## src/rtl/gf4_sqscmul_arbiter_if.sv

```systemverilog
// Request/response and datapath bundle between two requesters, the arbiter and
// the shared pipelined GF(4) square-scale-multiply unit.
interface gf4_sqscmul_arbiter_if #(
  parameter int unsigned SHARES = 2,
  parameter int unsigned TAG_W  = 4
);
  localparam int unsigned D_W = 4 * SHARES;
  localparam int unsigned Z_W = 2 * SHARES * (SHARES - 1);

  logic             ReqValidAxSI;
  logic             ReqReadyAxSO;
  logic [D_W-1:0]   ReqXAxDI;
  logic [D_W-1:0]   ReqYAxDI;
  logic [TAG_W-1:0] ReqTagAxDI;

  logic             ReqValidBxSI;
  logic             ReqReadyBxSO;
  logic [D_W-1:0]   ReqXBxDI;
  logic [D_W-1:0]   ReqYBxDI;
  logic [TAG_W-1:0] ReqTagBxDI;

  logic [D_W-1:0]   _XxDO;
  logic [D_W-1:0]   _YxDO;
  logic [Z_W-1:0]   _ZxDO;
  logic [D_W-1:0]   _QxDI;

  logic             RespValidAxSO;
  logic             RespValidBxSO;
  logic [D_W-1:0]   RespQxDO;
  logic [TAG_W-1:0] RespTagxDO;
  logic             BusyxSO;

  // Arbiter side
  modport slave (
    input  ReqValidAxSI, ReqXAxDI, ReqYAxDI, ReqTagAxDI,
    input  ReqValidBxSI, ReqXBxDI, ReqYBxDI, ReqTagBxDI,
    input  _QxDI,
    output ReqReadyAxSO, ReqReadyBxSO,
    output _XxDO, _YxDO, _ZxDO,
    output RespValidAxSO, RespValidBxSO, RespQxDO, RespTagxDO, BusyxSO
  );

  // Requester/datapath side
  modport master (
    output ReqValidAxSI, ReqXAxDI, ReqYAxDI, ReqTagAxDI,
    output ReqValidBxSI, ReqXBxDI, ReqYBxDI, ReqTagBxDI,
    output _QxDI,
    input  ReqReadyAxSO, ReqReadyBxSO,
    input  _XxDO, _YxDO, _ZxDO,
    input  RespValidAxSO, RespValidBxSO, RespQxDO, RespTagxDO, BusyxSO
  );
endinterface

```

## src/rtl/gf4_sqscmul_arbiter.sv

```systemverilog
// Round-robin sharing of one pipelined masked GF(4) square-scale-multiply unit
// between requesters A and B, with LFSR randomness and in-order result routing.
module gf4_sqscmul_arbiter #(
  parameter int unsigned SHARES    = 2,
  parameter int unsigned LATENCY   = 1,
  parameter int unsigned TAG_W     = 4,
  parameter logic [31:0] LFSR_SEED = 32'hACE12468
) (
  input  logic                  ClkxCI,
  input  logic                  RstxBI,
  gf4_sqscmul_arbiter_if.slave  bus
);
  localparam int unsigned D_W       = 4 * SHARES;
  localparam int unsigned Z_W       = 2 * SHARES * (SHARES - 1);
  localparam int unsigned LAST      = LATENCY - 1;
  localparam logic [31:0] LFSR_TAPS = 32'h0040_0007;
  localparam logic        ID_A      = 1'b0;
  localparam logic        ID_B      = 1'b1;

  typedef struct packed {
    logic             valid;
    logic             id;
    logic [TAG_W-1:0] tag;
  } trk_t;

  logic             grant_a_c, grant_b_c, busy_c;
  logic             ptr_q, ptr_d;
  logic [31:0]      lfsr_q, lfsr_d;
  logic [Z_W-1:0]   z_q, z_d;
  logic [D_W-1:0]   x_q, x_d, y_q, y_d;
  trk_t             issue_q, issue_d;
  trk_t             trk_q [LATENCY];
  trk_t             trk_d [LATENCY];
  logic             resp_a_q, resp_a_d, resp_b_q, resp_b_d;
  logic [D_W-1:0]   resp_data_q, resp_data_d;
  logic [TAG_W-1:0] resp_tag_q, resp_tag_d;

  // Grant selection; pointer (0 = A) only moves on contended grants
  always_comb begin
    grant_a_c = 1'b0;
    grant_b_c = 1'b0;
    ptr_d     = ptr_q;
    if (!RstxBI) begin
      if (bus.ReqValidAxSI && bus.ReqValidBxSI) begin
        grant_a_c = (ptr_q == ID_A);
        grant_b_c = (ptr_q == ID_B);
        ptr_d     = ~ptr_q;
      end else begin
        grant_a_c = bus.ReqValidAxSI;
        grant_b_c = bus.ReqValidBxSI;
      end
    end
  end

  // Issue registers: idle cycles load zeros so old shares are never re-sent
  always_comb begin
    x_d     = '0;
    y_d     = '0;
    issue_d = '0;
    if (grant_a_c) begin
      x_d           = bus.ReqXAxDI;
      y_d           = bus.ReqYAxDI;
      issue_d.valid = 1'b1;
      issue_d.id    = ID_A;
      issue_d.tag   = bus.ReqTagAxDI;
    end else if (grant_b_c) begin
      x_d           = bus.ReqXBxDI;
      y_d           = bus.ReqYBxDI;
      issue_d.valid = 1'b1;
      issue_d.id    = ID_B;
      issue_d.tag   = bus.ReqTagBxDI;
    end
  end

  // Galois LFSR x^32+x^22+x^2+x+1; nonzero seed keeps it off the zero state
  always_comb begin
    lfsr_d = {lfsr_q[30:0], 1'b0} ^ (lfsr_q[31] ? LFSR_TAPS : 32'h0);
    z_d    = lfsr_q[Z_W-1:0];
  end

  // Tracking line runs beside the datapath; its tail tags the returning result
  always_comb begin
    trk_d[0] = issue_q;
    for (int i = 1; i < int'(LATENCY); i++) begin
      trk_d[i] = trk_q[i-1];
    end
    resp_a_d    = 1'b0;
    resp_b_d    = 1'b0;
    resp_data_d = '0;
    resp_tag_d  = '0;
    if (trk_q[LAST].valid) begin
      resp_a_d    = (trk_q[LAST].id == ID_A);
      resp_b_d    = (trk_q[LAST].id == ID_B);
      resp_data_d = bus._QxDI;
      resp_tag_d  = trk_q[LAST].tag;
    end
  end

  always_comb begin
    busy_c = issue_q.valid | resp_a_q | resp_b_q;
    for (int i = 0; i < int'(LATENCY); i++) begin
      busy_c = busy_c | trk_q[i].valid;
    end
  end

  always_ff @(posedge ClkxCI) begin
    if (RstxBI) begin
      ptr_q       <= ID_A;
      lfsr_q      <= LFSR_SEED;
      z_q         <= '0;
      x_q         <= '0;
      y_q         <= '0;
      issue_q     <= '0;
      for (int i = 0; i < int'(LATENCY); i++) begin
        trk_q[i] <= '0;
      end
      resp_a_q    <= 1'b0;
      resp_b_q    <= 1'b0;
      resp_data_q <= '0;
      resp_tag_q  <= '0;
    end else begin
      ptr_q       <= ptr_d;
      lfsr_q      <= lfsr_d;
      z_q         <= z_d;
      x_q         <= x_d;
      y_q         <= y_d;
      issue_q     <= issue_d;
      for (int i = 0; i < int'(LATENCY); i++) begin
        trk_q[i] <= trk_d[i];
      end
      resp_a_q    <= resp_a_d;
      resp_b_q    <= resp_b_d;
      resp_data_q <= resp_data_d;
      resp_tag_q  <= resp_tag_d;
    end
  end

  assign bus.ReqReadyAxSO  = grant_a_c;
  assign bus.ReqReadyBxSO  = grant_b_c;
  assign bus._XxDO         = x_q;
  assign bus._YxDO         = y_q;
  assign bus._ZxDO         = z_q;
  assign bus.RespValidAxSO = resp_a_q;
  assign bus.RespValidBxSO = resp_b_q;
  assign bus.RespQxDO      = resp_data_q;
  assign bus.RespTagxDO    = resp_tag_q;
  assign bus.BusyxSO       = busy_c;
endmodule

```

## src/flat_wrapper.sv

```systemverilog
// flat-port wrapper written by rule: the top's interface ports become plain ports
module gf4_sqscmul_arbiter_flat 
#(
  parameter int unsigned SHARES    = 2,
  parameter int unsigned LATENCY   = 1,
  parameter int unsigned TAG_W     = 4,
  parameter logic [31:0] LFSR_SEED = 32'hACE12468
)
  (ClkxCI, RstxBI, bus_ReqValidAxSI, bus_ReqXAxDI, bus_ReqYAxDI, bus_ReqTagAxDI, bus_ReqValidBxSI, bus_ReqXBxDI, bus_ReqYBxDI, bus_ReqTagBxDI, bus__QxDI, bus_ReqReadyAxSO, bus_ReqReadyBxSO, bus__XxDO, bus__YxDO, bus__ZxDO, bus_RespValidAxSO, bus_RespValidBxSO, bus_RespQxDO, bus_RespTagxDO, bus_BusyxSO);
  gf4_sqscmul_arbiter_if #(.SHARES(SHARES), .TAG_W(TAG_W)) bus_i ();
  input  logic ClkxCI;
  input  logic RstxBI;
  input wire logic [$bits(bus_i.ReqValidAxSI)-1:0] bus_ReqValidAxSI;
  input wire logic [$bits(bus_i.ReqXAxDI)-1:0] bus_ReqXAxDI;
  input wire logic [$bits(bus_i.ReqYAxDI)-1:0] bus_ReqYAxDI;
  input wire logic [$bits(bus_i.ReqTagAxDI)-1:0] bus_ReqTagAxDI;
  input wire logic [$bits(bus_i.ReqValidBxSI)-1:0] bus_ReqValidBxSI;
  input wire logic [$bits(bus_i.ReqXBxDI)-1:0] bus_ReqXBxDI;
  input wire logic [$bits(bus_i.ReqYBxDI)-1:0] bus_ReqYBxDI;
  input wire logic [$bits(bus_i.ReqTagBxDI)-1:0] bus_ReqTagBxDI;
  input wire logic [$bits(bus_i._QxDI)-1:0] bus__QxDI;
  output wire logic [$bits(bus_i.ReqReadyAxSO)-1:0] bus_ReqReadyAxSO;
  output wire logic [$bits(bus_i.ReqReadyBxSO)-1:0] bus_ReqReadyBxSO;
  output wire logic [$bits(bus_i._XxDO)-1:0] bus__XxDO;
  output wire logic [$bits(bus_i._YxDO)-1:0] bus__YxDO;
  output wire logic [$bits(bus_i._ZxDO)-1:0] bus__ZxDO;
  output wire logic [$bits(bus_i.RespValidAxSO)-1:0] bus_RespValidAxSO;
  output wire logic [$bits(bus_i.RespValidBxSO)-1:0] bus_RespValidBxSO;
  output wire logic [$bits(bus_i.RespQxDO)-1:0] bus_RespQxDO;
  output wire logic [$bits(bus_i.RespTagxDO)-1:0] bus_RespTagxDO;
  output wire logic [$bits(bus_i.BusyxSO)-1:0] bus_BusyxSO;
  assign bus_i.ReqValidAxSI = bus_ReqValidAxSI;
  assign bus_i.ReqXAxDI = bus_ReqXAxDI;
  assign bus_i.ReqYAxDI = bus_ReqYAxDI;
  assign bus_i.ReqTagAxDI = bus_ReqTagAxDI;
  assign bus_i.ReqValidBxSI = bus_ReqValidBxSI;
  assign bus_i.ReqXBxDI = bus_ReqXBxDI;
  assign bus_i.ReqYBxDI = bus_ReqYBxDI;
  assign bus_i.ReqTagBxDI = bus_ReqTagBxDI;
  assign bus_i._QxDI = bus__QxDI;
  assign bus_ReqReadyAxSO = bus_i.ReqReadyAxSO;
  assign bus_ReqReadyBxSO = bus_i.ReqReadyBxSO;
  assign bus__XxDO = bus_i._XxDO;
  assign bus__YxDO = bus_i._YxDO;
  assign bus__ZxDO = bus_i._ZxDO;
  assign bus_RespValidAxSO = bus_i.RespValidAxSO;
  assign bus_RespValidBxSO = bus_i.RespValidBxSO;
  assign bus_RespQxDO = bus_i.RespQxDO;
  assign bus_RespTagxDO = bus_i.RespTagxDO;
  assign bus_BusyxSO = bus_i.BusyxSO;
  gf4_sqscmul_arbiter #(.SHARES(SHARES), .LATENCY(LATENCY), .TAG_W(TAG_W), .LFSR_SEED(LFSR_SEED)) u_core (.ClkxCI(ClkxCI), .RstxBI(RstxBI), .bus(bus_i));
endmodule
```

## config.mk

```make
export PLATFORM = sky130hd
export DESIGN_NAME = gf4_sqscmul_arbiter_flat
export DESIGN_NICKNAME = d
export VERILOG_FILES = /design/src/rtl/gf4_sqscmul_arbiter_if.sv /design/src/rtl/gf4_sqscmul_arbiter.sv /design/src/flat_wrapper.sv
export SDC_FILE = /design/constraint.sdc
export NUM_CORES = 1
export LEC_CHECK = 0
export ABC_AREA = 0
export BUFFER_PORTS_ARGS = -buffer_cell sky130_fd_sc_hd__clkbuf_2
export CORE_ASPECT_RATIO = 0.8
export CORE_MARGIN = 3
export CORE_UTILIZATION = 45
export DETAILED_ROUTE_END_ITERATION = 8
export PLACE_DENSITY = 0.75
export SYNTH_ARGS = -nofsm -noshare
export SYNTH_HDL_FRONTEND = slang
export SYNTH_SLANG_ARGS = --single-unit
```

## constraint.sdc

```tcl
create_clock -name ClkxCI -period 1.07 [get_ports ClkxCI]
set_clock_uncertainty 0.2 [all_clocks]
set_input_delay 0.107 -clock ClkxCI [delete_from_list [all_inputs] [get_ports ClkxCI]]
set_output_delay 0.107 -clock ClkxCI [all_outputs]
set_load 0.05 [all_outputs]
```

After elaboration in Yosys (flattened, before gate mapping). Memories as Yosys holds them, arrays and structs flattened. Index checks and enable logic that the tools add are counted.

Input port bits: 52. Logic and storage cells: 40. Output and inout port bits: 37. Register bits: 73. Memories: 1. Bits in writable memories: 6.

Memories: u_core.trk_q (words 1, width 6, read ports 1, clocked after memory_dff 0, wr ports 1, RTL line gf4_sqscmul_arbiter.sv:32) `trk_t trk_q [LATENCY];`.

Muxes and demuxes: 16. Reduce and logical (&&, ||, !) cells: 4. Bitwise logic cells: 7.

Operators by type and width (count): 2-to-1 mux 8 bit (4); bitwise XOR 32 bit (1); 2-to-1 mux 23 bit (1); 2-to-1 mux 6 bit (3); 2-to-1 mux 1 bit (8); OR reduction 6 bit (1); OR reduction 2 bit (2); inverter 1 bit (3); bitwise OR 1 bit (3); logical AND 1 bit (1).

Logic depth before layout (Yosys ltp). Gate-level depths: netlist (run 1).

Word-level depth: 5. Mapped depth: 3. Mapped depth without buffers: 2.

Worst setup path before layout (run 1). Ideal clock, no wire load.

Kind: register to output. Start point: reg u_core.ptr_q. End point: out bus_ReqReadyBxSO. Arrival: 1.630 ns. Slack: -0.867 ns. Cell stages (with the launch flop): 4. Path buffers: 1. Data required time: 0.763 ns. Cells stage by stage: dfxtp_1 -> nor2b_4 -> buf_6 -> nor3_1.

Word-level cells in the longest chain between the ends: 2.

Ends and longest elaborated chain: start: declaration (RTL line gf4_sqscmul_arbiter.sv:27) `logic ptr_q, ptr_d;`; start signal: assignment (RTL line gf4_sqscmul_arbiter.sv:122) `ptr_q <= ptr_d;`; 2-to-1 mux 1 bit (RTL line gf4_sqscmul_arbiter.sv:44) `if (bus.ReqValidAxSI && bus.ReqValidBxSI) begin`; 2-to-1 mux 1 bit (RTL line gf4_sqscmul_arbiter.sv:43) `if (!RstxBI) begin`; end: declaration (RTL line flat_wrapper.sv:23) `output wire logic [$bits(bus_i.ReqReadyBxSO)-1:0] bus_ReqReadyBxSO;`.

No other way between the ends.

Worst setup path after layout (run 1).
Start point: mem u_core.trk_q[0][5] (netlist bit). End point: out bus_BusyxSO.

Word-level cells in the longest chain between the ends: 2.

Ends and longest elaborated chain: start: declaration (RTL line gf4_sqscmul_arbiter.sv:32); memory (1 x 6 bit); bitwise OR 1 bit (RTL line gf4_sqscmul_arbiter.sv:102) `busy_c = busy_c | trk_q[i].valid;`; end: declaration (RTL line flat_wrapper.sv:31) `output wire logic [$bits(bus_i.BusyxSO)-1:0] bus_BusyxSO;`.

No other way between the ends.

==> impl_metrics.py, run 1 <==
metrics = {
    "floorplan": {
        "start_util_pct": 48.2,
        "core_um2": 5650,
        "dieArea_um2": 7020,
        "die_y_um": 75.6,
        "fp.dieW_um": 92.9,
        "num_io_pins": 89,
        "placementRows": 24,
    },
    "route": {
        "drt-initial-drc-count": 72,
        "wl_met3_um": 502,
        "viasPerCell": 4.67,
        "ant_nets": 0,
        "wl_per_cell_um": 17.4,
        "route.layer.met1.wl_um": 3140,
        "drc": 0,
        "highest_layer": "met4",
        "dr_total_vias": 2181,
        "dr_wl_met2_um": 4390,
        "dr.pass1.iters": 4,
        "wl_um": 8140,
    },
    "final_layout": {
        "drive_gt1_share_pct": 49.1,
        "layout.nets": 436,
        "diodes": 0,
        "fillers": 272,
        "area_growth_pct": 79.2,
        "fin_area_um2": 4880,
        "final_util_pct": 86.4,
    },
    "yosys": {
        "synth.distinct_cells": 22,
        "synth_top_area_share_pct": 57.4,
        "syn_inst": 226,
        "synth_area_leaders": "dfxtp_1 57%, o32ai_2 12%, nand2b_1 9.4%",
        "ys_warn_count": 0,
        "yosysSeqAreaShare_pct": 57.4,
        "syn_area_um2": 2720,
        "syn_nets": 278,
        "avgSynthCellArea_um2": 12.0,
        "synth-seq-cells": 78,
        "yosys.area.top_type": "dfxtp_1",
    },
    "timing": {
        "worst_pin_slew_ns": 0.264,
        "hold_slack_ns": 0.0201,
        "drv_slew": 0,
        "rsz0062_at_grt": "yes",
        "fin_crit_sh_pct": 158,
        "fin_crit_ns": 1.69,
        "setup_slack_ns": -0.619,
        "final_hold_viol_count": 0,
        "finalSetupViolCount": 65,
        "slew-limit-headroom_pct": 82.4,
        "clock.fmax_ghz": 0.592,
    },
    "setup_path": {
        "crit_type": "flop to primary output",
        "arrival_ns": 1.38,
        "endpoint_kind": "primary output",
        "startpoint_type": "flop",
        "critPathRequiredTime_ns": 0.76,
        "crit_fanout": 2,
    },
    "power_and_ir_drop": {
        "powerDensity_nw_per_um2": 1470,
        "power.leakage_nw": 2.05,
        "vdd_ir_drop_max_mv": 0.999,
    },
    "global_route": {
        "grt_max_degree": 40,
        "grt_overflow": 0,
        "grt_pass1_vias": 2197,
        "track_usage_pct": 21.4,
        "antenna_found_initial": 0,
        "grt_pass1_wl_um": 11100,
    },
    "place": {
        "place_area_um2": 3360,
        "portBuffers": 88,
        "hpwl_um": 3410,
        "place.gp.congestion": 0.691,
    },
    "hold_path": {
        "hp-class": "input port to flop",
    },
    "status": {
        "status": "finished, violations left",
        "violations": "negative setup slack",
    },
    "clock_tree": {
        "clk_path_buf_depth": 2,
        "htree_levels": 3,
        "cts_tree": "yes",
        "cts_num_sinks": 78,
        "root_buffer": "clkbuf_8",
        "cts_buffers": 9,
        "worstSkewPairLatency_ns": 0.35,
        "clk_pin_slew_worst_paths_ns": 0.08,
    },
    "job": {
        "cap_violations": 0,
    },
}
[power by group]
group / total [mW] / switching, mW / leakage (nW) / internal (mW)
Sequential: 3.16 / 0.0836 / 0.659 / 3.08
Combinational: 1.37 / 0.627 / 1.27 / 0.739
Clock: 2.63 / 1.07 / 0.114 / 1.56
Total: 7.15 / 1.78 / 2.05 / 5.37
[critical path: stages, from the launching register on]
cell and delay (ns):
dfxtp_1 0.31, or4_4 0.55, buf_8 0.17
[per-layer routing]
layer  track usage, %  up-vias
met2             40.2       80
met5                0        -
met4             6.50        0
met3             8.39       15
li1                 -     1053
met1             22.6     1033
[worst paths after layout]
path / startpoint / to / slack (ns) / cells past startpoint
setup reg to reg: u_core.ptr_q / u_core.bus._XxDO[1] / -0.41 / 6
hold / removal: bus_ReqValidBxSI / u_core.ptr_q / 0.02 / 4
setup / recovery: u_core.trk_q[0][5] / bus_BusyxSO / -0.62 / 2
hold reg to reg: u_core.lfsr_q[28] / u_core.lfsr_q[29] / 0.20 / 1
[cells in the mapped netlist]
cell and number:
dfxtp_1 78, nand2b_1 41, nor2b_1 27, o32ai_2 20
and2_1 13, or2_1 12, buf_6 6, nor2_1 5
buf_2 4, clkbuf_2 3, xnor2_1 3, a21bo_2 2
clkbuf_1 2, nor3_1 2, a21oi_1 1, buf_4 1
clkbuf_8 1, inv_2 1, nand3b_1 1, nor2b_2 1
nor2b_4 1, or4_1 1
[sequential cells by signal (all words and copies together) (netlist names)]
register / cells
u_core.bus.RespTagxDO: 4
u_core.issue_q: 6
u_core.lfsr_q: 32
u_core.ptr_q: 1
u_core.trk_q: 6
u_core.bus._ZxDO: 3
u_core.bus.RespValidAxSO: 1
u_core.bus._XxDO: 8
u_core.bus._YxDO: 8
u_core.bus.RespValidBxSO: 1
u_core.bus.RespQxDO: 8
[final cells by class]
cell class	instances	area, µm²	area share (%)
timing repair buffer	164	1820	37.4
sequential	78	1610	33.0
clock buffer	11	131	2.69
tap	78	97.6	2.00
multi-input combinational	130	1100	22.6
inverter	1	3.75	0.0770
clock inverter	5	106	2.18
[layout by cell type, fill, tap and decap left out, types with 2 or more instances in the layout]
cell type	instances
bufinv_16	3
or2_1	12
o32ai_2	16
dlygate4sd3_1	50
buf_4	7
clkbuf_1	2
buf_12	7
nand2b_1	41
xnor2_1	3
nor2b_1	27
clkbuf_8	9
clkbuf_2	51
buf_6	8
and2_1	13
buf_8	23
dfxtp_2	33
dfxtp_1	43
clkbuf_16	16
o32ai_4	4
dfxtp_4	2
nor2_1	4
[through the flow]
step           setup slack [ns]  power (mW)  instances  setup TNS, ns
6_report                 -0.619        7.15        467         -11.50
5_1_grt                  -0.670        7.40        467         -14.10
4_1_cts                  -0.627        6.99        458          -6.94
3_5_place_dp             -0.287        4.05        390          -2.21
3_3_place_gp             -0.282        4.05        390          -1.94
2_1_floorplan            -0.220        3.78        226         -0.586
[kinds of logic after synthesis]
kind of cell           share of synthesized area [%]
AO/OA/AOI/OAI                                   12.9
AND/OR/NAND/NOR                                 23.8
flip-flops                                      57.4
buffers and inverters                           4.97
XOR/XNOR                                       0.966
[repair_timing]
item | 4_1_cts | 5_1_grt
gates resized for setup | 115 | 42
pin swaps | 0 | 3
setup buffers | 0 | 6
endpoints found under the setup margin | 68 | 73
endpoints found under the hold margin | 31 | 2
hold buffers | 51 | 1
gates cloned | 1 | 3
(Power assumes the default switching activity.)
==> run 2, diff against run 1 <==
--- a/config.mk
+++ b/config.mk
@@ -9,9 +9,9 @@
 export BUFFER_PORTS_ARGS = -buffer_cell sky130_fd_sc_hd__clkbuf_2
 export CORE_ASPECT_RATIO = 0.8
 export CORE_MARGIN = 3
-export CORE_UTILIZATION = 45
+export CORE_UTILIZATION = 49
 export DETAILED_ROUTE_END_ITERATION = 8
-export PLACE_DENSITY = 0.75
+export PLACE_DENSITY = 0.78
 export SYNTH_ARGS = -nofsm -noshare
 export SYNTH_HDL_FRONTEND = slang
 export SYNTH_SLANG_ARGS = --single-unit
==> constraint.sdc (replaced) <==
create_clock -name ClkxCI -period 1.9 [get_ports ClkxCI]
set_clock_uncertainty 0.2 [all_clocks]
set_input_delay 0.19 -clock ClkxCI [delete_from_list [all_inputs] [get_ports ClkxCI]]
set_output_delay 0.19 -clock ClkxCI [all_outputs]
set_load 0.05 [all_outputs]
==> run 2 against run 1 <==
Worst setup slack improved by 0.70 ns. Routed wire length decreased by 33%. Critical path depth increased by 2. Largest power group unchanged. Largest cell class is now registers. Hold slack improved by 0.031 ns. Clock power decreased by 47%. The run now ends clean.
==> impl_metrics.py, run 2 (synthesis results as in run 1) <==
metrics = {
    "status": {
        "status": "completed",
    },
    "timing": {
        "fin_crit_ns": 1.82,
        "finalSetupViolCount": 0,
        "worst_pin_slew_ns": 0.382,
        "rsz0062_at_grt": "no",
        "drv_slew": 0,
        "fin_setup_tns_ns": 0,
        "clock.fmax_ghz": 0.550,
        "fin_crit_sh_pct": 95.8,
        "setup_slack_ns": 0.0802,
        "final_hold_viol_count": 0,
        "slew-limit-headroom_pct": 74.4,
    },
    "place": {
        "dpl_worst_slack_ns": 0.465,
        "hpwl_um": 3120,
        "place.gp.congestion": 0.669,
        "portBuffers": 88,
    },
    "route": {
        "drt-initial-drc-count": 51,
        "wl_per_cell_um": 12.8,
        "drc": 0,
        "ant_nets": 0,
        "viasPerCell": 4.60,
        "wl_um": 5480,
        "dr_total_vias": 1972,
        "dr.pass1.iters": 4,
    },
    "setup_path": {
        "cp_top_family": "buffers and inverters",
        "critPathRequiredTime_ns": 1.91,
        "path_cells": "a21bo_2 -> buf_8 -> o32ai_2 -> dlygate4sd3_1",
        "arrival_ns": 1.83,
        "crit_fanout": 20,
        "cp_slowest_cell": "dlygate4sd3_1",
        "endpoint_kind": "flop",
        "crit_buf_inv": 2,
        "crit_type": "flop to flop",
        "startpoint_type": "flop",
        "worst_path_largest_cell_delay_ns": 0.58,
    },
    "global_route": {
        "grt_pass1_vias": 1895,
        "grt_max_degree": 49,
        "grt_overflow": 0,
        "antenna_found_initial": 0,
        "grt_pass1_wl_um": 8850,
        "track_usage_pct": 18.2,
    },
    "final_layout": {
        "final_cell_mix": "88 x clkbuf_2, 78 x dfxtp_1, 51 x dlygate4sd3_1",
        "largest_reg_flops": 32,
        "drive_gt1_share_pct": 36.2,
        "layout_commonest_cell": "clkbuf_2",
        "area_growth_pct": 43.6,
        "layout.nets": 416,
        "diodes": 0,
        "fillers": 354,
        "final_util_pct": 75.5,
        "top_register": "u_core.lfsr_q",
    },
    "clock_tree": {
        "root_buffer": "clkbuf_8",
        "clk_path_buf_depth": 2,
        "cts_buffers": 9,
        "clk_pin_slew_worst_paths_ns": 0.07,
        "worstSkewPairLatency_ns": 0.33,
        "cts_tree": "yes",
        "cts_num_sinks": 78,
        "htree_levels": 3,
    },
    "power_and_ir_drop": {
        "powerDensity_nw_per_um2": 945,
        "power.leakage_nw": 1.74,
        "vdd_ir_drop_max_mv": 0.485,
    },
    "floorplan": {
        "placementRows": 23,
        "num_io_pins": 89,
        "fp.dieW_um": 89.3,
        "core_um2": 5180,
        "start_util_pct": 52.5,
        "dieArea_um2": 6490,
        "die_y_um": 72.7,
    },
    "job": {
        "cap_violations": 0,
    },
    "hold_path": {
        "hp-class": "input port to flop",
    },
}
-- run 2: cell count changes in the layout (fill, tap and decap cells not counted), moves of 7 or more --
cell / before / now
buf_6: 8 / 1
dfxtp_2: 33 / 0
clkbuf_2: 51 / 88
clkbuf_16: 16 / 0
dfxtp_1: 43 / 78
buf_8: 23 / 1
-- run 2: layout make-up --
| class | instances | area, µm² | share of cell area [%] |
|---|---|---|---|
| Sequential cell | 78 | 1560 | 39.9 |
| Inverter | 1 | 3.75 | 0.0960 |
| Tap cell | 62 | 77.6 | 1.98 |
| Clock inverter | 5 | 100 | 2.56 |
| Clock buffer | 9 | 124 | 3.17 |
| Multi-Input combinational cell | 130 | 1030 | 26.3 |
| Timing Repair Buffer | 144 | 1010 | 25.9 |
-- run 2: final timing paths --
path | startpoint | end | slack (ns) | cells past startpoint
max | u_core.ptr_q | u_core.bus._YxDO[7] | 0.08 | 4
min | bus_ReqValidBxSI | u_core.ptr_q | 0.05 | 3
max reg2reg | u_core.ptr_q | u_core.bus._YxDO[7] | 0.08 | 4
min reg2reg | u_core.lfsr_q[26] | u_core.lfsr_q[27] | 0.21 | 1
-- run 2: tightest hold or removal path, cell delays in order --
cell	delay, ns
clkbuf_2	0.15
a21bo_2	0.15
a21oi_1	0.05
-- run 2: metrics by stage --
stage	total power [mW]	hold WS (ns)	instances	instance area (µm²)
5_1_grt	3.85	0.0500	429	3910
3_3_place_gp	2.23	0.187	364	3160
3_5_place_dp	2.24	0.191	364	3160
6_report	3.69	0.0507	429	3910
4_1_cts	3.72	0.00976	429	3900
2_1_floorplan	2.12	0.106	226	2730
-- run 2: where the power goes --
part | switching, mW | total, mW | internal, mW
sequential | 0.0278 | 1.75 | 1.73
combinational | 0.294 | 0.538 | 0.244
clock | 0.549 | 1.40 | 0.854
-- run 2: metal layers --
metal  part of all wire, %  up-vias  track usage, %  wire length (µm)
met1                    44      892            22.4              2420
met5                     0        -               0                 0
met4                  0.55        0            5.95                30
li1                      -     1008               -                 -
met2                    49       70            29.6              2680
met3                   6.4        2            6.77               352
-- run 2: what timing repair did --
item                       in CTS  in global routing
setup buffers                   0                  0
hold endpoints to repair       30                  0
hold buffers                   51                  0
setup endpoints to repair       0                 18
gates resized for setup         0                  3
==> run 3, diff against run 2 <==
--- a/config.mk
+++ b/config.mk
@@ -11,6 +11,7 @@
 export CORE_MARGIN = 3
 export CORE_UTILIZATION = 49
 export DETAILED_ROUTE_END_ITERATION = 8
+export MAX_ROUTING_LAYER = met4
 export PLACE_DENSITY = 0.78
 export SYNTH_ARGS = -nofsm -noshare
 export SYNTH_HDL_FRONTEND = slang
==> run 3 against run 2 <==
Global-route usage is 0.54 points higher. Critical path depth stayed put. Combinational power hardly changed. Worst setup slack worse by 0.0032 ns. Non-clock buffer count stayed put. Hold slack hardly changed. Flip-flop and latch count stayed put. Clock power hardly changed. Final cell count stayed put. Utilization stayed put. Register-to-register slack hardly changed. Sequential share of layout area stayed put. Critical path type unchanged. Largest cell class unchanged.
==> impl_metrics.py, run 3 (synthesis results as in run 1) <==
metrics = {
    "clock_tree": {
        "cts_num_sinks": 78,
        "worstSkewPairLatency_ns": 0.33,
        "post_cts_buffers": 0,
        "clk_path_buf_depth": 2,
        "htree_levels": 3,
        "cts_tree": "yes",
        "root_buffer": "clkbuf_8",
        "clk_pin_slew_worst_paths_ns": 0.07,
        "cts_buffers": 9,
    },
    "setup_path": {
        "path_cells": "a21bo_2 -> buf_8 -> o32ai_2 -> dlygate4sd3_1",
        "arrival_ns": 1.84,
        "cp.depth": 4,
        "startpoint_type": "flop",
        "reg2reg_depth": 4,
        "endpoint_kind": "flop",
        "cp_slowest_cell": "dlygate4sd3_1",
        "cp_top_family": "buffers and inverters",
        "worst_path_largest_cell_delay_ns": 0.58,
        "crit_fanout": 20,
        "crit_buf_inv": 2,
        "crit_type": "flop to flop",
        "r2r-end": "u_core.bus._YxDO[7]",
        "cp-endpoint": "u_core.bus._YxDO[7]",
        "critPathRequiredTime_ns": 1.91,
        "r2r_slack_ns": 0.08,
        "reg2reg_from": "u_core.ptr_q",
        "startpoint": "u_core.ptr_q",
    },
    "route": {
        "drt-initial-drc-count": 56,
        "ant_nets": 0,
        "dr_total_vias": 1967,
        "drc": 0,
        "wl_um": 5480,
        "dr.pass1.iters": 3,
        "wl_per_cell_um": 12.8,
        "viasPerCell": 4.59,
    },
    "place": {
        "hpwl_um": 3120,
        "dpl_worst_slack_ns": 0.465,
        "place_area_um2": 3160,
        "place.gp.congestion": 0.675,
        "portBuffers": 88,
        "place_inst": 364,
    },
    "global_route": {
        "grt_pass1_wl_um": 8850,
        "grt_max_degree": 49,
        "track_usage_pct": 18.7,
        "grt_overflow": 0,
        "grt_pass1_vias": 1901,
        "antenna_found_initial": 0,
    },
    "power_and_ir_drop": {
        "vdd_ir_drop_max_mv": 0.485,
        "powerDensity_nw_per_um2": 945,
        "power.leakage_nw": 1.74,
        "power_mw": 3.69,
    },
    "final_layout": {
        "largest_reg_flops": 32,
        "drive_gt1_share_pct": 36.2,
        "top_register": "u_core.lfsr_q",
        "layout.cells.non_filler": 429,
        "layout_commonest_cell": "clkbuf_2",
        "fillers": 354,
        "area_growth_pct": 43.6,
        "diodes": 0,
        "fin_area_um2": 3910,
        "final_cell_mix": "88 x clkbuf_2, 78 x dfxtp_1, 51 x dlygate4sd3_1",
        "layout.nets": 416,
    },
    "timing": {
        "clock.fmax_ghz": 0.549,
        "finalSetupViolCount": 0,
        "slew-limit-headroom_pct": 74.4,
        "final_hold_viol_count": 0,
        "setup_slack_ns": 0.0769,
        "fin_crit_sh_pct": 96.0,
        "drv_slew": 0,
        "fin_setup_tns_ns": 0,
        "rsz0062_at_grt": "no",
        "fin_crit_ns": 1.82,
        "worst_pin_slew_ns": 0.382,
    },
    "floorplan": {
        "fp.dieW_um": 89.3,
        "dieArea_um2": 6490,
        "start_util_pct": 52.5,
        "die_y_um": 72.7,
        "num_io_pins": 89,
        "core_um2": 5180,
        "placementRows": 23,
    },
    "status": {
        "status": "completed",
    },
    "job": {
        "cap_violations": 0,
    },
    "hold_path": {
        "hp-class": "input port to flop",
    },
}
run 3: final cells by class:
cell class | count | area [µm²] | share of cell area [%]
clock buffer | 9 | 124 | 3.17
clock inverter | 5 | 100 | 2.56
inverter | 1 | 3.75 | 0.0960
multi-input combinational | 130 | 1030 | 26.3
sequential | 78 | 1560 | 39.9
tap | 62 | 77.6 | 1.98
timing repair buffer | 144 | 1010 | 25.9
run 3: stage by stage:
step           util [%]  hold WS [ns]
2_1_floorplan         -         0.106
3_3_place_gp       61.1         0.187
3_5_place_dp       61.1         0.191
4_1_cts            75.2       0.00976
5_1_grt            75.5        0.0500
6_report           75.5        0.0509
run 3: per-layer routing:
metal  global-route usage (%)  routed length [µm]  vias to the layer above
met3                     6.32                 331                        2
met5                        -                   0                        -
li1                         -                   -                     1009
met1                     22.7                2440                      889
met4                     5.95                  30                        0
met2                     29.6                2690                       67
run 3: worst reg2reg max path: cells and delay by family (launching register included):
kind	cells	cell delay, ns
DFF	1	0.41
AOI/OAI and AO/OA	2	0.29
buffers and inverters	2	0.80
run 3: how the worst min path moves through the flow:
stage / cells after the start / from / endpoint / slack (ns)
6_report: 3 / bus_ReqValidBxSI / u_core.ptr_q / 0.05
5_1_grt: 3 / bus_ReqValidBxSI / u_core.ptr_q / 0.05
3_3_place_gp: 1 / u_core.lfsr_q[25] / u_core.lfsr_q[26] / 0.19
3_5_place_dp: 1 / u_core.lfsr_q[15] / u_core.lfsr_q[16] / 0.19
4_1_cts: 3 / bus_ReqValidBxSI / u_core.ptr_q / 0.01
2_1_floorplan: 2 / bus_ReqValidBxSI / u_core.issue_q[5] / 0.11
run 3: timing repair:
action	CTS	global route
setup endpoints to repair	0	18
hold endpoints to repair	30	0
hold buffers	51	0
resized for setup	0	3
run 3: where the power goes:
part	internal, mW	leakage (nW)	total (mW)	switching [mW]
registers	1.73	0.645	1.75	0.0278
clock network	0.853	0.115	1.40	0.547
logic	0.244	0.984	0.538	0.295
total	2.82	1.74	3.69	0.869
